`config.mk`:
```
export PLATFORM = sky130hd
export DESIGN_NAME = matcher_arbiter
export DESIGN_NICKNAME = d
export VERILOG_FILES = /design/src/rtl/feature_matcher_pkg.sv /design/src/rtl/order_fifo.sv /design/src/rtl/matcher_arbiter.sv
export SDC_FILE = /design/constraint.sdc
export NUM_CORES = 1
export LEC_CHECK = 0
export ABC_AREA = 1
export ABC_CLOCK_PERIOD_IN_PS = 5400
export BUFFER_PORTS_ARGS = -buffer_cell sky130_fd_sc_hd__buf_2
export CORE_AREA = 2 2 416 418
export CTS_BUF_LIST = sky130_fd_sc_hd__clkbuf_16
export CTS_CLUSTER_DIAMETER = 60
export CTS_CLUSTER_SIZE = 12
export DETAILED_ROUTE_END_ITERATION = 8
export DIE_AREA = 0 0 418 420
export GPL_ROUTABILITY_DRIVEN = 0
export GPL_TIMING_DRIVEN = 0
export PLACE_DENSITY = 0.33
export RECOVER_POWER = 25
export SYNTH_ARGS = -nofsm -noshare
export SYNTH_HDL_FRONTEND = slang
export SYNTH_HIERARCHICAL = 1
export SYNTH_SLANG_ARGS = --single-unit
```
`constraint.sdc`:
```
create_clock -name aclk -period 5.4 [get_ports aclk]
set_input_delay 1.62 -clock aclk [delete_from_list [all_inputs] [get_ports aclk]]
set_output_delay 1.62 -clock aclk [all_outputs]
set_load 0.02 [all_outputs]
```
`src/rtl/feature_matcher_pkg.sv`:
```
// Shared widths and encodings for the feature matcher front end.
// Descriptor beat = 256 descriptor bits + 24 key/index bits; result beat = 64 bits.
package feature_matcher_pkg;

  localparam int DESC_BITS = 256;
  localparam int KEY_BITS  = 24;
  localparam int DESC_W    = DESC_BITS + KEY_BITS;
  localparam int RES_W     = 64;

  typedef enum logic [1:0] {
    ST_IDLE   = 2'd0,
    ST_GRANT0 = 2'd1,
    ST_GRANT1 = 2'd2
  } arb_state_t;

  typedef enum logic {
    REQ0 = 1'b0,
    REQ1 = 1'b1
  } req_id_t;

  function automatic req_id_t other_req(input req_id_t r);
    return (r == REQ0) ? REQ1 : REQ0;
  endfunction

endpackage

```
`src/rtl/order_fifo.sv`:
```
// Records which requester owns each outstanding matcher packet, oldest at the head.
// Zero-latency head read; push and pop in one cycle both take effect, count unchanged.
module order_fifo
  import feature_matcher_pkg::*;
#(
  parameter int DEPTH = 4
) (
  input  logic    clk,
  input  logic    rst_n,
  input  logic    push,
  input  req_id_t push_id,
  input  logic    pop,
  output req_id_t head_id,
  output logic    full,
  output logic    empty
);

  localparam int AW = $clog2(DEPTH);

  // One extra pointer bit separates full from empty when the indices match.
  logic [AW:0]      wr_ptr;
  logic [AW:0]      rd_ptr;
  logic [DEPTH-1:0] mem;

  always_ff @(posedge clk or negedge rst_n) begin
    if (!rst_n) begin
      wr_ptr <= '0;
      rd_ptr <= '0;
      mem    <= '0;
    end else begin
      if (push) begin
        mem[wr_ptr[AW-1:0]] <= push_id;
        wr_ptr              <= wr_ptr + (AW+1)'(1);
      end
      if (pop) begin
        rd_ptr <= rd_ptr + (AW+1)'(1);
      end
    end
  end

  assign head_id = req_id_t'(mem[rd_ptr[AW-1:0]]);
  assign empty   = (wr_ptr == rd_ptr);
  assign full    = (wr_ptr[AW] != rd_ptr[AW]) && (wr_ptr[AW-1:0] == rd_ptr[AW-1:0]);

endmodule

```
`src/rtl/matcher_arbiter.sv`:
```
// Packet-level round-robin share of one feature matcher between two requesters, results routed back in order.
// Data paths combinational (zero latency); one idle cycle per packet for arbitration; stalls grants when ORDER_DEPTH packets are outstanding.
module matcher_arbiter
  import feature_matcher_pkg::*;
#(
  parameter int C_S_AXIS_TDATA_WIDTH = DESC_W,
  parameter int C_M_AXIS_TDATA_WIDTH = RES_W,
  parameter int ORDER_DEPTH          = 4
) (
  input  logic                              aclk,
  input  logic                              aresetn,

  input  logic [C_S_AXIS_TDATA_WIDTH-1:0]   s0_axis_tdata,
  input  logic                              s0_axis_tvalid,
  input  logic                              s0_axis_tlast,
  output logic                              s0_axis_tready,

  input  logic [C_S_AXIS_TDATA_WIDTH-1:0]   s1_axis_tdata,
  input  logic                              s1_axis_tvalid,
  input  logic                              s1_axis_tlast,
  output logic                              s1_axis_tready,

  output logic [C_S_AXIS_TDATA_WIDTH-1:0]   mm_axis_tdata,
  output logic                              mm_axis_tvalid,
  output logic                              mm_axis_tlast,
  input  logic                              mm_axis_tready,

  input  logic [C_M_AXIS_TDATA_WIDTH-1:0]   mr_axis_tdata,
  input  logic                              mr_axis_tvalid,
  input  logic                              mr_axis_tlast,
  output logic                              mr_axis_tready,

  output logic [C_M_AXIS_TDATA_WIDTH-1:0]   r0_axis_tdata,
  output logic                              r0_axis_tvalid,
  output logic                              r0_axis_tlast,
  output logic [C_M_AXIS_TDATA_WIDTH/8-1:0] r0_axis_tkeep,
  input  logic                              r0_axis_tready,

  output logic [C_M_AXIS_TDATA_WIDTH-1:0]   r1_axis_tdata,
  output logic                              r1_axis_tvalid,
  output logic                              r1_axis_tlast,
  output logic [C_M_AXIS_TDATA_WIDTH/8-1:0] r1_axis_tkeep,
  input  logic                              r1_axis_tready,

  output logic                              busy
);

  arb_state_t state, state_nxt;
  req_id_t    prio, prio_nxt;
  logic       push;
  req_id_t    push_id;
  logic       pop;
  req_id_t    head_id;
  logic       fifo_full;
  logic       fifo_empty;

  always_ff @(posedge aclk or negedge aresetn) begin
    if (!aresetn) begin
      state <= ST_IDLE;
      prio  <= REQ0;
    end else begin
      state <= state_nxt;
      prio  <= prio_nxt;
    end
  end

  // Grant decision uses the registered full flag, so a same-cycle pop does not free a slot yet.
  always_comb begin
    state_nxt      = state;
    prio_nxt       = prio;
    push           = 1'b0;
    push_id        = REQ0;
    s0_axis_tready = 1'b0;
    s1_axis_tready = 1'b0;
    mm_axis_tdata  = '0;
    mm_axis_tvalid = 1'b0;
    mm_axis_tlast  = 1'b0;
    case (state)
      ST_IDLE: begin
        if (!fifo_full && (s0_axis_tvalid || s1_axis_tvalid)) begin
          push      = 1'b1;
          push_id   = (s0_axis_tvalid && s1_axis_tvalid) ? prio
                    : (s1_axis_tvalid ? REQ1 : REQ0);
          state_nxt = (push_id == REQ1) ? ST_GRANT1 : ST_GRANT0;
        end
      end
      ST_GRANT0: begin
        mm_axis_tdata  = s0_axis_tdata;
        mm_axis_tvalid = s0_axis_tvalid;
        mm_axis_tlast  = s0_axis_tlast;
        s0_axis_tready = mm_axis_tready;
        if (s0_axis_tvalid && mm_axis_tready && s0_axis_tlast) begin
          state_nxt = ST_IDLE;
          prio_nxt  = other_req(REQ0);
        end
      end
      ST_GRANT1: begin
        mm_axis_tdata  = s1_axis_tdata;
        mm_axis_tvalid = s1_axis_tvalid;
        mm_axis_tlast  = s1_axis_tlast;
        s1_axis_tready = mm_axis_tready;
        if (s1_axis_tvalid && mm_axis_tready && s1_axis_tlast) begin
          state_nxt = ST_IDLE;
          prio_nxt  = other_req(REQ1);
        end
      end
      default: state_nxt = ST_IDLE;
    endcase
  end

  // Result steering: only the requester at the FIFO head sees valid results.
  always_comb begin
    mr_axis_tready = 1'b0;
    r0_axis_tvalid = 1'b0;
    r0_axis_tlast  = 1'b0;
    r1_axis_tvalid = 1'b0;
    r1_axis_tlast  = 1'b0;
    if (!fifo_empty) begin
      if (head_id == REQ0) begin
        r0_axis_tvalid = mr_axis_tvalid;
        r0_axis_tlast  = mr_axis_tlast;
        mr_axis_tready = r0_axis_tready;
      end else begin
        r1_axis_tvalid = mr_axis_tvalid;
        r1_axis_tlast  = mr_axis_tlast;
        mr_axis_tready = r1_axis_tready;
      end
    end
  end

  assign r0_axis_tdata = mr_axis_tdata;
  assign r1_axis_tdata = mr_axis_tdata;
  assign r0_axis_tkeep = '1;
  assign r1_axis_tkeep = '1;

  assign pop  = mr_axis_tvalid && mr_axis_tready && mr_axis_tlast;
  assign busy = (state != ST_IDLE) || !fifo_empty;

  order_fifo #(
    .DEPTH (ORDER_DEPTH)
  ) u_order_fifo (
    .clk     (aclk),
    .rst_n   (aresetn),
    .push    (push),
    .push_id (push_id),
    .pop     (pop),
    .head_id (head_id),
    .full    (fifo_full),
    .empty   (fifo_empty)
  );

endmodule

```
## Word-level counts from Yosys, hierarchy flattened

Index checks and enable logic that the tools add are counted.

| storage, ports and cells | value |
|---|---|
| memory bits (read-only) | 0 |
| logic and storage cells | 71 |
| memory bits (writable) | 0 |
| output and inout port bits | 434 |
| input port bits | 635 |
| flip-flop bits (word level) | 13 |
| latch bits | 0 |
| memories | 0 |

| cells by class | value |
|---|---|
| $mul | 0 |
| shifts and indexed selects | 0 |
| bitwise operators | 0 |
| reductions and logical operators | 19 |
| eq/ne operators | 8 |
| divide/modulo/power cells | 0 |
| order comparisons | 3 |
| mux-type cells | 34 |
| add/sub/neg operators | 2 |

Operator list:

| cell | number |
|---|---|
| 280-bit case mux with 2 select lines | 1 |
| 1-bit two-way mux | 22 |
| 1-bit logical AND | 10 |
| 2-bit two-way mux | 4 |
| 3-bit by 1-bit adder with 3-bit output (second input constant) | 2 |
| 2-bit by 3-bit < comparator with 1-bit output (second input constant) | 2 |
| 2-bit != test (second input constant) | 3 |
| 1-bit case mux with 2 select lines | 3 |
| 2-bit case mux with 3 select lines | 1 |
| 3-bit AND reduction | 2 |
| 4-bit bitwise mux | 1 |
| 2-bit nonzero test | 2 |
| 3-bit equality test | 1 |
| 1-bit binary-select mux with 2-bit select | 1 |
| 1-bit demux with 2-bit select | 1 |
| 2-bit by 1-bit equality test with 1-bit output (second input constant) | 1 |
| 2-bit equality test | 1 |
| 2-bit equality test (second input constant) | 1 |
| 2-bit by 1-bit greater-or-equal comparator with 1-bit output (second input constant) | 1 |
| 1-bit zero test | 2 |
| 2-bit zero test | 1 |
| 1-bit logical OR | 2 |
| 1-bit != test | 1 |

## Depth between registers and ports, before layout

Gate-level depths: netlist of run 1.

| logic depth | value |
|---|---|
| depth in word-level cells | 7 |
| gate-level depth with buffers | 12 |
| mapped depth without buffers | 12 |

## Modules after synthesis

The synthesis of run 1 kept the hierarchy.

Modules (own cells, without submodules):

| module | cells each | area each (sq um) | instances |
|---|---|---|---|
| matcher_arbiter | 1143 | 5755.5 | 1 |
| order_fifo | 62 | 533.0 | 1 |

## Least setup slack after synthesis of run 1

Ideal clock, no wire load.

| timing path | value |
|---|---|
| kind | input-to-output |
| start | in mr_axis_tlast |
| end | out r0_axis_tlast |
| setup slack | 1.674 ns |
| stages on the path | 2 |
| arrival | 2.106 ns |
| path buffers | 0 |
| cell sequence | inv_1 -> nor3_1 |

| between the ends | value |
|---|---|
| word-level cells in the longest chain between the ends | 2 |

RTL lines:

| what | RTL line | source |
|---|---|---|
| start, declared | matcher_arbiter.sv:30 | `input logic mr_axis_tlast,` |
| 1-bit two-way mux | matcher_arbiter.sv:119 | `if (head_id == REQ0) begin` |
| 1-bit two-way mux | matcher_arbiter.sv:118 | `if (!fifo_empty) begin` |
| end, declared | matcher_arbiter.sv:35 | `output logic r0_axis_tlast,` |

No other way between the ends.

## Worst setup path in the final report of run 1

| timing path | value |
|---|---|
| start | reg state[0] |
| end | out mm_axis_tdata[3] |

| between the ends | value |
|---|---|
| word-level cells in the longest chain between the ends | 2 |
| elaborated cells on any way between the ends | 3 |
| those cells by class | eq/ne (2); mux (1) |

RTL lines:

| what | RTL line | source |
|---|---|---|
| start, declared | matcher_arbiter.sv:48 | `arb_state_t state, state_nxt;` |
| start signal, assigned | matcher_arbiter.sv:62 | `state <= state_nxt;` |
| 2-bit equality test or 2-bit by 1-bit equality test with 1-bit output (tied branches) | matcher_arbiter.sv:78 | `case (state)` |
| 280-bit case mux with 2 select lines * | matcher_arbiter.sv:78 |  |
| end, declared | matcher_arbiter.sv:23 | `output logic [C_S_AXIS_TDATA_WIDTH-1:0] mm_axis_tdata,` |

Mark *: on every way between the ends. The rest lies on a longest branch, timed or not.

==> results of run 1 <==
flip-flops by register name (all words and copies together), names as in the netlist:
| signal | count |
|---|---|
| u_order_fifo/mem | 4 |
| u_order_fifo/rd_ptr | 3 |
| u_order_fifo/wr_ptr | 3 |
| state | 2 |
| prio | 1 |
layout by cell type, fill, tap and decap left out:
cell type / netlist / layout
diode_2: 0 / 28
nand4_1: 1 / 1
a21oi_1: 282 / 282
clkbuf_2: 0 / 1
dfrtp_1: 13 / 13
inv_1: 22 / 23
or2_2: 1 / 1
nor2_1: 7 / 7
buf_2: 26 / 926
a22oi_1: 1 / 1
ha_1: 8 / 8
buf_6: 50 / 50
clkbuf_1: 8 / 95
xor2_1: 4 / 4
o21ai_1: 4 / 1
nand2_1: 605 / 606
nor3_1: 4 / 4
buf_1: 1 / 1
or2_1: 1 / 1
xnor2_1: 2 / 2
clkbuf_16: 0 / 3
buf_4: 152 / 152
nand3_1: 6 / 6
o21ai_0: 3 / 6
buf_8: 2 / 2
conb_1: 1 / 16
worst max-delay path, delay by kind of cell, from the launching register on:
family / cells / cell delay [ns]
buffers and inverters: 4 / 1.09
adders and majority gates: 1 / 0.14
DFF: 1 / 0.39
AOI/OAI and AO/OA: 1 / 0.71
and+or+nand+nor: 1 / 0.32
through the flow:
step	hold WS [ns]	worst slack, ns	util (%)	instances	cell area, um2
after floorplan	0.437	1.67	-	1220	6340
after global placement	0.464	0.631	8.24	4441	14100
after detailed placement	0.457	0.956	8.24	4441	14100
after CTS	0.467	0.808	8.28	4445	14200
after global routing	0.501	0.777	8.22	4446	14100
final	0.465	0.849	8.26	4473	14100
layout make-up:
cell class	instances	area [um2]	area share (%)
Multi-Input combinational cell	946	4040	28.6
Sequential cell	13	325	2.30
Tap cell	2233	2790	19.8
Clock buffer	3	75.1	0.532
Timing Repair Buffer	988	4830	34.2
Buffer	239	1900	13.5
Inverter	22	82.6	0.585
Clock inverter	1	3.75	0.0266
Antenna cell	28	70.1	0.496
cell usage after synthesis:
library cell and number:
buf_1 1, buf_6 50, nor2_1 7, xnor2_1 2, xor2_1 4, o21ai_1 4, buf_2 26, a22oi_1 1
clkbuf_1 8, inv_1 22, nand4_1 1, o21ai_0 3, or2_2 1, nand2_2 1, nand2_1 605, buf_4 152
dfrtp_1 13, or2_1 1, conb_1 1, nand3_1 6, ha_1 8, a21oi_1 282, nor3_1 4, buf_8 2
logic make-up (layout without fill, tap and decap cells):
kind of cell	Yosys count	in the layout
and+or+nand+nor	626	626
adders and majority gates	8	8
AOI/OAI and AO/OA	290	290
DFF	13	13
xor gates and xnor gates	6	6
other	1	44
buffers and inverters	261	1253
where the power goes:
group	switching (mW)	internal (mW)	leakage (nW)
registers	0.0465	0.147	0.164
logic	4.92	1.67	6.45
clock network	0.0421	0.0978	0.0425
worst max path at each step:
stage	end	slack [ns]
2_1_floorplan	r0_axis_tlast	1.67
3_3_place_gp	mm_axis_tdata[95]	0.63
3_5_place_dp	mm_axis_tdata[277]	0.96
4_1_cts	mm_axis_tdata[3]	0.81
5_1_grt	mm_axis_tdata[278]	0.78
6_report	mm_axis_tdata[3]	0.85
metal layers:
metal / vias to the layer above / track usage [%] / part of all wire, % / routed length (um)
met5: - / 0 / 0.44 / 502
met4: 74 / 1.13 / 1.3 / 1470
met3: 178 / 5.34 / 12 / 13200
met2: 839 / 20.2 / 47 / 53600
met1: 5744 / 14.5 / 39 / 44500
li1: 5725 / - / - / -
==> summary.txt, run 1 <==
Outcome
  – Outcome: complete, no violations

Floorplan
  – # rows: around 150
  – Ports: ~1100
  – Die footprint: 176000 um2
  – Area of the core: roughly 170000 um2
  – Die X-Extent: 418 um
  – Die Ht: approximately 420 um
  – Starting Density: around 3.7%

Clock network
  – Skew-Pair Late Insertion Delay: ~0.24 ns
  – CTS HTree Levels: 1
  – TritonCTS Buffers: 3
  – Postcts setup bufs: 0
  – Clock Path Buffers: 2
  – Hold Buf Count CTS: 0
  – Clk pin slew, worst setup/hold paths: 0.05 ns
  – Post-CTS sizing: 0
  – CTS Sinks: 13
  – Root buffer cell: clkbuf_16
  – CTS tree: built

Synth
  – Yosys cell types: 24
  – Multiplexer area fraction after synthesis: 0%
  – XOR/XNOR share of the synthesized area: less than 1%
  – Simple-Gate Fraction of Synth Area: between 30% and 40%
  – Main combinational cell family by area after synthesis: simple AND/OR/NAND/NOR gates
  – Synthesis-stage register bit count: 13
  – Synth area leader: nand2_1
  – Synth top area share: 36.1%
  – Post-Synth Adder-Cell Area: 1.59%
  – Fraction of the mapped netlist area in compound gates: a little under a quarter
  – Seq/Total Area, Yosys: between 5 and 6%
  – Mapped Avg Cell Area: 5.22 um2
  – Ys Warns: 6
  – Post-Syn Area: 6290 um2
  – Synth area leaders: nand2_1 (36%), a21oi_1 (22%), buf_4 (18%)
  – Synth Instances: 1205

Setup path
  – CP most frequent cell: buf_2
  – Max FO, Critical Path: 10
  – CP Capture Type: primary output
  – Worst path slowest cell: a21oi_1
  – Crit-path cells: inv_1, ha_1, buf_4, buf_2, nand2_1, a21oi_1, buf_2
  – Max incr delay on CP: 0.71 ns
  – Reg-to-reg endpoint: u_order_fifo/rd_ptr[2]$_DFFE_PN0P_
  – Crit Path Category: flip-flop to primary output
  – Setup slack, reg-to-reg: about 3.3 ns
  – RR Startpoint: u_order_fifo/wr_ptr[0]$_DFFE_PN0P_
  – CP required: between 3 and 4 ns
  – CP Data Arrival Time: 2.93 ns
  – Critical Path Start Type: flip-flop
  – Reg2reg path depth: 11
  – CP Launch Point: state[0]$_DFFE_PN0P_

Timing
  – Pins Over Slew Limit: 0
  – Slew of the pin with the lowest slew margin: roughly 0.8 ns
  – Max-slew headroom: 45.1%
  – Clk_skew: ~0.0048 ns
  – Fin. Hold Viols: 0
  – RSZ-0062 raised after global routing: no
  – Post-Route Setup TNS: 0 ns
  – Fmax: roughly 0.22 GHz
  – Tcrit/Tclk final: 84.3%
  – Finish-stage setup viols: 0
  – Tmin final: 4.55 ns

Global routing
  – Largest net degree at the start of global routing: 14
  – Initial antenna violation count: 102
  – First-pass GRT wire length: 133000 um
  – Vias in the first global route: around 11000
  – Global route overflow: 0
  – Total Routing Usage GR: around an eighth

Detailed routing
  – Starting DRT DRC Count: 1028
  – Antenna Nets Post-Route: 0
  – Vias: approximately 13000
  – Post-Route WL: around 110000 um
  – First-pass iteration count of the detailed router: 5
  – Post-DR vias/cell: about 2.8
  – Drt drc: 0
  – Wire length per cell: around 25 um

Flow run
  – Maxcap violations: 0

Layout
  – Share of layout cells above drive strength 1: 51.3%
  – Area Growth Syn to Fin: 125%
  – Layout Nets: roughly 2900
  – Fillers: 20500

Placement
  – IO buf count: 988
  – Dpl hpwl: around 110000 um

Power
  – Tot Pwr: 6.93 mW
  – Max VDD drop: between 200 and 250 uV
  – Leakage: between 6 and 7 nW
  – Power per Cell Area: just under 500 nW/um2

Worst hold path
  – Hold Path Class: flip-flop to flip-flop
  – Hold EP: prio$_DFFE_PN0P_
  – Worst Hold Path Cells: 2
  – Min-delay src: prio$_DFFE_PN0P_
Note: power is estimated with default switching activity, not from simulation.
==> inputs of run 2 (changes only) <==
Settings changed: ABC_CLOCK_PERIOD_IN_PS 5400 to 4100.
Clock period 5.4 ns to 4.1 ns, I/O delays scaled along.
==> summary.txt, run 2 (synthesis gave the netlist of run 1 again) <==
Global routing
  – Global route overflow: 0 (unchanged)
  – Vias in the first global route: 11300 (about the same)
  – Initial antenna violation count: 103 (was 102)
  – First-pass GRT wire length: 133000 um (about the same)
  – Largest net degree at the start of global routing: 14 (unchanged)
  – Total Routing Usage GR: 12.0% (about the same)

Setup path
  – Setup slack, reg-to-reg: 2.02 ns (was 3.33 ns)
  – Reg-to-reg endpoint: u_order_fifo/rd_ptr[2]$_DFFE_PN0P_ (unchanged)
  – Worst path slowest cell: a21oi_1 (unchanged)
  – Reg2reg path depth: 11 (unchanged)
  – CP Capture Type: primary output (unchanged)
  – Crit Path Category: flip-flop to primary output (unchanged)
  – RR Startpoint: u_order_fifo/wr_ptr[0]$_DFFE_PN0P_ (unchanged)
  – CP required: 2.87 ns (was 3.78 ns)
  – Critical Path Start Type: flip-flop (unchanged)
  – Crit-path cells: inv_1, ha_1, inv_1, buf_2, buf_2, a21oi_1, buf_2 (was inv_1, ha_1, buf_4, buf_2, nand2_1, a21oi_1, buf_2)
  – CP Data Arrival Time: 2.68 ns (was 2.93 ns)
  – CP most frequent cell: buf_2 (unchanged)
  – Max incr delay on CP: 0.70 ns (was 0.71 ns)
  – Max FO, Critical Path: 10 (unchanged)

Detailed routing
  – Wire length per cell: 25.3 um (about the same)
  – Drt drc: 0 (unchanged)
  – First-pass iteration count of the detailed router: 5 (unchanged)
  – Vias: 12500 (was 12600)
  – Starting DRT DRC Count: 952 (was 1028)
  – Post-Route WL: 113000 um (about the same)
  – Antenna Nets Post-Route: 0 (unchanged)
  – Post-DR vias/cell: 2.80 (was 2.81)

Power
  – Leakage: 6.65 nW (about the same)
  – Max VDD drop: 273 uV (was 205 uV)
  – Power per Cell Area: 647 nW/um2 (was 490 nW/um2)

Placement
  – Placed cell count: 4441 (unchanged)
  – IO buf count: 988 (unchanged)
  – Dpl hpwl: 106000 um (unchanged)
  – Place WS: 0.166 ns (was 0.956 ns)

Floorplan
  – Ports: 1069 (unchanged)
  – Area of the core: 171000 um2 (unchanged)
  – Die Ht: 420 um (unchanged)
  – # rows: 152 (unchanged)
  – Die footprint: 176000 um2 (unchanged)
  – Die X-Extent: 418 um (unchanged)
  – Starting Density: 3.68% (unchanged)

Clock network
  – Postcts setup bufs: 0 (unchanged)
  – Root buffer cell: clkbuf_16 (unchanged)
  – Clk pin slew, worst setup/hold paths: 0.05 ns (about the same)
  – CTS HTree Levels: 1 (unchanged)
  – Hold Buf Count CTS: 0 (unchanged)
  – CTS tree: built (unchanged)
  – TritonCTS Buffers: 3 (unchanged)
  – Skew-Pair Late Insertion Delay: 0.24 ns (about the same)
  – CTS Sinks: 13 (unchanged)
  – Clock Path Buffers: 2 (unchanged)

Outcome
  – Outcome: complete, no violations (unchanged)

Timing
  – Max-slew headroom: 43.8% (was 45.1%)
  – Tcrit/Tclk final: roughly 95%
  – Fin. Hold Viols: 0 (unchanged)
  – Fmax: ~0.26 GHz
  – Post-Route Setup TNS: 0 ns (unchanged)
  – Finish-stage setup viols: 0 (unchanged)
  – Pins Over Slew Limit: 0 (unchanged)
  – RSZ-0062 raised after global routing: no (unchanged)
  – Final Hold Slack: 0.465 ns (about the same)
  – Tmin final: between 3 and 4 ns
  – Worst Slack Setup Final: 0.193 ns (was 0.849 ns)
  – Clk_skew: 0.00478 ns (was 0.00476 ns)
  – Slew of the pin with the lowest slew margin: 0.843 ns (was 0.823 ns)

Layout
  – Most common cell after layout, fill and taps aside: buf_2 (unchanged)
  – Registers with the most flip-flops: u_order_fifo/mem x4, u_order_fifo/rd_ptr x3, u_order_fifo/wr_ptr x3 (unchanged)
  – Area Growth Syn to Fin: 125% (about the same)
  – Share of layout cells above drive strength 1: 51.5% (was 51.3%)
  – Top reg by flops: u_order_fifo/mem (unchanged)
  – Layout Nets: 2856 (unchanged)
  – Most frequent cells in the layout: buf_2 (925), nand2_1 (606), a21oi_1 (278), buf_4 (153), clkbuf_1 (95) (was buf_2 (926), nand2_1 (606), a21oi_1 (282), buf_4 (152), clkbuf_1 (95))
  – Final core occ: 8.26% (about the same)
  – Final std cells w/o fill: 4469 (was 4473)
  – Max reg flops: 4 (unchanged)

Worst hold path
  – Worst Hold Path Cells: 2 (unchanged)
  – Hold EP: prio$_DFFE_PN0P_ (unchanged)
  – Min-delay src: prio$_DFFE_PN0P_ (unchanged)
  – Hold Path Class: flip-flop to flip-flop (unchanged)

Flow run
  – Maxcap violations: 0 (unchanged)
[run 2: worst max path at each step]
| stage | cells after the start | to | from |
|---|---|---|---|
| after floorplan | 2 | r0_axis_tlast | mr_axis_tlast |
| after global placement | 7 | mm_axis_tdata[95] | state[0]$_DFFE_PN0P_ |
| after detailed placement | 7 | mm_axis_tdata[278] | state[0]$_DFFE_PN0P_ |
| after CTS | 7 | mm_axis_tdata[278] | state[0]$_DFFE_PN0P_ |
| after global routing | 7 | mm_axis_tdata[97] | state[1]$_DFFE_PN0P_ |
| final | 7 | mm_axis_tdata[24] | state[0]$_DFFE_PN0P_ |
[run 2: worst max-delay path: cells and delay by family (launching register included)]
| family | cells | cell delay, ns |
|---|---|---|
| buffers and inverters | 5 | 1.05 |
| AO/OA/AOI/OAI | 1 | 0.70 |
| flip-flops | 1 | 0.37 |
| adder cells (fa/ha/maj) | 1 | 0.27 |
[run 2: through the flow]
step                      total power [mW]  cell area (um2)
after floorplan                       4.65             6340
after global placement                9.17            14100
after detailed placement              9.16            14100
after CTS                             9.39            14200
after global routing                  9.73            14100
final                                 9.14            14100
[run 2: report_power, final]
group	total, mW	leakage (nW)	internal (mW)	switching, mW
registers	0.254	0.164	0.193	0.0603
clock network	0.185	0.0424	0.129	0.0563
logic	8.70	6.45	2.21	6.49
[run 2: layer usage]
metal  share of wire [%]  GRT usage, %  vias to the layer above
li1                    -             -                     5711
met1                  39          14.5                     5698
met2                  47          20.2                      846
met3                  12          5.34                      178
met4                 1.3          1.13                       76
met5                0.46             0                        -
[run 2: area by class of cell]
type                       count  area (um2)
clock inverter                 1        3.75
buffer                       239        1900
antenna                       24        60.1
fill                       20500      157000
inverter                      22        82.6
timing repair buffer         988        4830
multi-input combinational    946        4050
tap                         2233        2790
sequential                    13         325
clock buffer                   3        75.1
[run 2: repair_timing]
item                                    in CTS  in global routing
endpoints found under the setup margin       4                  2
gates resized for setup                      3                  2
endpoints found under the hold margin        0                  0
